### config.mk
export PLATFORM = sky130hd
export DESIGN_NAME = pipe_stage_skid
export DESIGN_NICKNAME = d
export VERILOG_FILES = /design/src/rtl/pipe_stage_skid.sv
export SDC_FILE = /design/constraint.sdc
export NUM_CORES = 1
export LEC_CHECK = 0
export BUFFER_PORTS_ARGS = -buffer_cell sky130_fd_sc_hd__buf_2
export CORE_AREA = 2 2 231 233
export DETAILED_ROUTE_END_ITERATION = 7
export DIE_AREA = 0 0 233 235
export PLACE_DENSITY_LB_ADDON = 0.1
export SKIP_LAST_GASP = 1
export SLEW_MARGIN = 40
export SYNTH_ARGS = -nofsm -noshare
export SYNTH_HDL_FRONTEND = slang
export SYNTH_SLANG_ARGS = --single-unit
### constraint.sdc
create_clock -name Clk -period 5.3 [get_ports Clk]
set_input_delay 0.53 -clock Clk [delete_from_list [all_inputs] [get_ports Clk]]
set_output_delay 0.53 -clock Clk [all_outputs]
set_load 0.02 [all_outputs]
### src/rtl/pipe_stage_skid.sv
// ---------------------------------------------------------------------------
// pipe_stage_skid
//
// Elastic ready/valid pipeline stage with a 2-entry skid buffer. The stage
// carries LANES words of DATA_W bits. in_ready comes straight from a flop,
// so there is no combinational path from out_ready back upstream. The extra
// (skid) entry catches the bundle that upstream sends in the cycle before it
// sees in_ready fall.
//
// Ports:
//   Clk           clock; all state changes on the rising edge
//   Rst           synchronous active-high reset; highest priority
//   flush         synchronous bubble insert; empties the stage
//   in_valid      upstream offers a bundle
//   in_ready      stage can take a bundle (registered)
//   in_data       upstream bundle; lane k at [k*DATA_W +: DATA_W]
//   out_valid     out_data holds a valid bundle
//   out_ready     downstream takes the bundle this cycle
//   out_data      bundle presented downstream (the main register)
//   occupancy     number of entries held: 0, 1 or 2
//   stall_cycles  saturating count of cycles with out_valid=1, out_ready=0
// ---------------------------------------------------------------------------
module pipe_stage_skid #(
    parameter int DATA_W = 32,
    parameter int LANES  = 8,
    parameter int CNT_W  = 16
) (
    input  logic                      Clk,
    input  logic                      Rst,
    input  logic                      flush,
    input  logic                      in_valid,
    output logic                      in_ready,
    input  logic [LANES*DATA_W-1:0]   in_data,
    output logic                      out_valid,
    input  logic                      out_ready,
    output logic [LANES*DATA_W-1:0]   out_data,
    output logic [1:0]                occupancy,
    output logic [CNT_W-1:0]          stall_cycles
);

    typedef enum logic [1:0] {
        ST_EMPTY = 2'd0,
        ST_ONE   = 2'd1,
        ST_FULL  = 2'd2
    } state_t;

    state_t             state_reg;
    state_t             state_next;
    logic               in_ready_reg;
    logic [CNT_W-1:0]   stall_reg;

    logic accept;
    logic drain;
    logic load_main_in;
    logic load_main_skid;
    logic load_skid;
    logic clear_data;

    assign out_valid    = (state_reg != ST_EMPTY);
    assign in_ready     = in_ready_reg;
    assign stall_cycles = stall_reg;
    assign accept       = in_valid & in_ready_reg;
    assign drain        = out_valid & out_ready;
    assign clear_data   = Rst | flush;

    always_comb begin
        occupancy = 2'd0;
        case (state_reg)
            ST_ONE:  occupancy = 2'd1;
            ST_FULL: occupancy = 2'd2;
            default: occupancy = 2'd0;
        endcase
    end

    // Next-state and data-path load selects.
    always_comb begin
        state_next     = state_reg;
        load_main_in   = 1'b0;
        load_main_skid = 1'b0;
        load_skid      = 1'b0;
        case (state_reg)
            ST_EMPTY: begin
                if (accept) begin
                    state_next   = ST_ONE;
                    load_main_in = 1'b1;
                end
            end
            ST_ONE: begin
                if (accept && drain) begin
                    load_main_in = 1'b1;
                end else if (accept) begin
                    state_next = ST_FULL;
                    load_skid  = 1'b1;
                end else if (drain) begin
                    state_next = ST_EMPTY;
                end
            end
            ST_FULL: begin
                // in_ready is low here, so accept cannot be set.
                if (drain) begin
                    state_next     = ST_ONE;
                    load_main_skid = 1'b1;
                end
            end
            default: state_next = ST_EMPTY;
        endcase
        // A same-cycle accept is dropped; a same-cycle drain has already
        // completed from the downstream point of view.
        if (clear_data) begin
            state_next = ST_EMPTY;
        end
    end

    always_ff @(posedge Clk) begin
        if (Rst) begin
            state_reg    <= ST_EMPTY;
            in_ready_reg <= 1'b1;
            stall_reg    <= '0;
        end else begin
            state_reg    <= state_next;
            // Registering the next-state view keeps in_ready exact while
            // avoiding any path from out_ready.
            in_ready_reg <= (state_next != ST_FULL);
            // A flush cycle still counts when the stall condition holds.
            if (out_valid && !out_ready && (stall_reg != {CNT_W{1'b1}})) begin
                stall_reg <= stall_reg + CNT_W'(1);
            end
        end
    end

    // Per-lane storage: main register drives out_data, skid holds the
    // second bundle while the stage is full.
    for (genvar gi = 0; gi < LANES; gi++) begin : g_lane
        logic [DATA_W-1:0] main_reg;
        logic [DATA_W-1:0] skid_reg;

        always_ff @(posedge Clk) begin
            if (clear_data) begin
                main_reg <= '0;
                skid_reg <= '0;
            end else begin
                if (load_main_in) begin
                    main_reg <= in_data[gi*DATA_W +: DATA_W];
                end else if (load_main_skid) begin
                    main_reg <= skid_reg;
                end
                if (load_skid) begin
                    skid_reg <= in_data[gi*DATA_W +: DATA_W];
                end
            end
        end

        assign out_data[gi*DATA_W +: DATA_W] = main_reg;
    end

endmodule

After elaboration in Yosys (flattened, before gate mapping). Index checks and enable logic that the tools add are counted.

Logic and storage cells: 65. Bits in registers: 531. Input port bits: 261. Output and inout bits: 276.

Reductions and logical operators: 7. Add/sub/neg operators: 1. Equality and inequality tests: 4. Muxes and demuxes: 31. Bitwise logic cells: 3.

Operators by type and width (number): 2-to-1 mux 32 bit (16); adder 16 x 1 -> 16 bit (second input constant) (1); inequality test 16 bit (second input constant) (1); 2-to-1 mux 2 bit (6); 2-to-1 mux 1 bit (6); case mux 2 bit (3 select lines) (1); case mux 2 bit (2 select lines) (1); nonzero test 2 bit (2); logical AND 1 bit (3); AND 1 bit (2); equality test 2 x 1 -> 1 bit (second input constant) (1); equality test 2 bit (second input constant) (1); logical NOT 2 bit (1); inequality test 2 bit (second input constant) (1); case mux 1 bit (2 select lines) (1); logical NOT 1 bit (1); OR 1 bit (1).

Logic depth before layout (Yosys ltp).
Word-level depth: 8. Depth in mapped cells: 7.

Worst setup path after synthesis. No wires, ideal clock.

Path type: register -> register. Start point: reg stall_reg[0] (netlist: stall_cycles[0]). End point: reg stall_reg[3] (netlist: stall_cycles[3]). Arrival: 1.886 ns. Path slack: 3.293 ns. Data required time: 5.179 ns. Library setup time: 0.121 ns. Buffers on the path: 0. Cell stages (with the launch flop): 6. Cells stage by stage: dfxtp_1 -> ha_1 -> nand4_1 -> nor4_2 -> nor4b_1 -> mux2_2.

Cells in the longest elaborated chain, start to end: 2. Elaborated cells between the ends (all ways): 3. Classes of those cells: add/sub: 1; eq/ne: 1; reduce/logical: 1.

RTL lines: start: declaration (RTL line 50) `logic [CNT_W-1:0] stall_reg;`; start signal: assignment (RTL line 126) `stall_reg <= stall_reg + CNT_W'(1);`; parallel branches: the longest is 2 deep, another holds adder 16 x 1 -> 16 bit.

Parallel ways; which one is timed is not known. A chain may end at the register's enable or synchronous reset.

Final worst setup path.
Start point: reg state_reg[1]. End point: reg g_lane[3].main_reg[21].

Cells in the longest elaborated chain, start to end: 6. Elaborated cells between the ends (all ways): 12. Classes of those cells: eq/ne: 2; mux: 5; bitwise: 1; reduce/logical: 4.

RTL lines: start: declaration (RTL line 47) `state_t state_reg;`; start signal: assignment (RTL line 120) `state_reg <= state_next;`; nonzero test 2 bit (RTL line 59) `assign out_valid = (state_reg != ST_EMPTY);`; AND 1 bit (RTL line 63) `assign drain = out_valid & out_ready;`; logical AND 1 bit (RTL line 89) `if (accept && drain) begin`; 2-to-1 mux 1 bit (RTL line 89); case mux 1 bit (2 select lines) (RTL line 81) `case (state_reg)`; 2-to-1 mux 32 bit / nonzero test 2 bit (equally long branches); end signal: assignment (RTL line 143) `main_reg <= in_data[gi*DATA_W +: DATA_W];`; end signal: assignment (RTL line 145) `main_reg <= skid_reg;`; end: declaration (RTL line 134) `logic [DATA_W-1:0] main_reg;`.

Parallel ways exist; a longest one is shown, timed or not.

==> flow_summary.yaml <==
die:
  placementRows: 84
  die_area_mm2: 0.05476
  core-area_mm2: 0.05224
  die_w_um: 233
  ios: 537
  die_y_um: 235
  initial_utilization_pct: 39.77
clocking:
  cts_root_buffer: "clkbuf_16"
  htree_levels: 2
  cts_resized: 0
  clock_sinks: 531
  clk_pin_slew_ps: 60
  cts_tree: "built"
  holdBufCountCts: 0
  worst_skew_pair.late_latency_ps: 600
  post-cts-setup-buffer-count: 0
  numCtsBuffers: 58
  clockBufferDepth: 3
worst_setup_path:
  r2r_end: "g_lane[3].main_reg[21]$_SDFFE_PN0P_"
  worstSetupPathType: "reg2reg"
  start_kind: "register"
  reg2reg_depth: 6
  crit_required_ps: 5800
  regToRegSetupSlack_ps: 2700
  endpoint_kind: "register"
  path_max_fanout: 120
  worstPathArrival_ps: 3100
  worstReg2RegStart: "state_reg[1]$_SDFF_PP0_"
timing:
  fmax_ghz: 0.3851
  fin_ws_ps: 2703
  setup_violations: 0
  fin_setup_tns_ps: 0
  grt_setup_unrepaired: "false"
  max_slew_margin_pct: 37.20
  fin_crit_sh_pct: 48.99
  drv_slew: 0
  finalCriticalPeriod_ps: 2597
  hold_violations: 0
  tightest_slew_ps: 942.0
  finClkSkew_ps: 13.81
synth:
  synth-warning-count: 0
  synth_area_mm2: 0.02078
  synth_cell_types: 41
  synth-async-reset-ratio_pct: 0
  seq_area_frac_synth_pct: 51.17
  synth_area_per_cell_um2: 8.766
  synth_nets: 2632
  synth-main-ff-cell: "dfxtp_1"
  syn_inst: 2370
  ys_seq_elements: 531
  synth_edf_count: 0
status:
  outcome: "finished clean"
cells_and_area:
  layout_common_cells: "buf_2 (536), dfxtp_1 (531), nand2_1 (517), a21oi_1 (265), nor2_1 (265)"
  fin_util_pct: 49.42
  final_common_cell: "buf_2"
  drive_gt1_share_pct: 23.56
  syn_to_final_growth_pct: 24.24
  final_net_count: 3050
pwr:
  pwr-share-comb_pct: 10.2
  powerDensity_mw_per_mm2: 350.2
  pwr-share-clk_pct: 44.0
  peakVddDrop_mv: 0.2350
  intPower_mw: 6.789
  switchingPower_mw: 2.250
  pwr-share-seq_pct: 45.8
  switching_share_pct: 24.89
  leakage_nw: 10.60
route:
  ant_nets: 0
  wire_per_inst_um: 17.41
  avgViaCountPerCell: 5.063
  drtPass1Iterations: 5
  detailroute.via_count: 17937
  wirelength_mm: 61.67
  drcViolationCount: 0
  first_iter_violations: 974
placement:
  dp_hpwl_mm: 40.65
  port_buffers: 536
  post-place-ws_ps: 2619
  gp_congestion: 0.7683
min_path:
  hold_class: "in2reg"
  min_from: "in_data[192]"
  worstHoldEndpoint: "g_lane[6].skid_reg[0]$_SDFFE_PN0P_"
  min_path_cells: 3
global_route:
  grt_use_total_pct: 21.60
  gr-total-overflow: 0
  grt_max_degree: 140
  first_global_vias: 16648
  antenna_found_initial: 32
  grt_pass1_wl_mm: 94.82
job:
  cap_violations: 0
==> cell usage after synthesis (all sizes together) (6+ instances only) <==
cell type / n / area share (%)
inv: 7 / 0.13
clkbuf: 143 / 2.6
nor2: 266 / 4.8
a211oi: 257 / 9.3
mux2i: 257 / 12
or3: 7 / 0.22
nand2: 517 / 9.3
nor3: 6 / 0.17
dfxtp: 531 / 51
a21oi: 265 / 6.4
buf: 59 / 1.4
==> logic make-up (layout without fill, tap and decap cells) <==
kind of cell | count (synthesis) | after routing | synth area share (%)
and+or+nand+nor | 828 | 828 | 15.65
AOI/OAI and AO/OA | 539 | 539 | 16.35
DFF | 531 | 531 | 51.17
muxes | 262 | 262 | 12.65
buffers and inverters | 209 | 674 | 4.125
adders and majority gates | 1 | 1 | 0.06021
other | 0 | 20 | 0
==> area by class of cell <==
cell class,count,area [µm²]
clock inverter,12,90.09
sequential,531,10630
antenna,20,50.05
fill,5048,26420
tap,688,860.8
clock buffer,95,1814
multi-input combinational,1630,9333
timing repair buffer,560,3008
inverter,7,26.28
==> metrics by stage <==
stage	area (µm²)	hold WS, ps	total power [mW]	instances
finish	25810	174.2	9.040	3543
detailed placement	23850	445.6	5.153	3416
global route	25800	151.8	9.413	3540
floorplan	20780	435.7	4.803	2370
global placement	23800	440.7	5.131	3414
CTS	25750	135.4	9.158	3523
==> how the worst max path moves through the flow <==
stage,startpoint,slack [ps],cells past startpoint,to
after CTS,state_reg[1]$_SDFF_PP0_,2710,6,g_lane[3].main_reg[21]$_SDFFE_PN0P_
final,state_reg[1]$_SDFF_PP0_,2700,6,g_lane[3].main_reg[21]$_SDFFE_PN0P_
after global placement,Rst,2730,4,g_lane[5].main_reg[8]$_SDFFE_PN0P_
after detailed placement,out_ready,2620,7,g_lane[3].main_reg[21]$_SDFFE_PN0P_
after floorplan,stall_cycles[0]$_SDFFE_PP0P_,3290,5,stall_cycles[3]$_SDFFE_PP0P_
after global routing,state_reg[1]$_SDFF_PP0_,2530,6,g_lane[3].main_reg[21]$_SDFFE_PN0P_
==> worst max-delay path, stage by stage (launching register included) <==
cell and delay, ps:
dfxtp_1 630, nand2b_1 260, o32ai_4 270, buf_12 420
buf_16 420, nor2_1 100, a211oi_1 240
==> power groups by stage <==
stage / registers, mW / clock network, mW / logic [mW]
after floorplan: 4.33 / 0 / 0.475
after global placement: 4.22 / 0 / 0.908
after detailed placement: 4.23 / 0 / 0.927
after CTS: 4.14 / 4.09 / 0.928
after global routing: 4.15 / 4.26 / 1.01
final: 4.14 / 3.98 / 0.919
==> per-layer routing <==
metal  GRT usage (%)  vias up  wire [µm]
met2           33.53      460      28240
met5               0        -        150
met4           9.573       22       2170
met3           6.529      126       4658
met1           27.57     8299      26450
li1                -     9030          -
(Power assumes the default switching activity.)
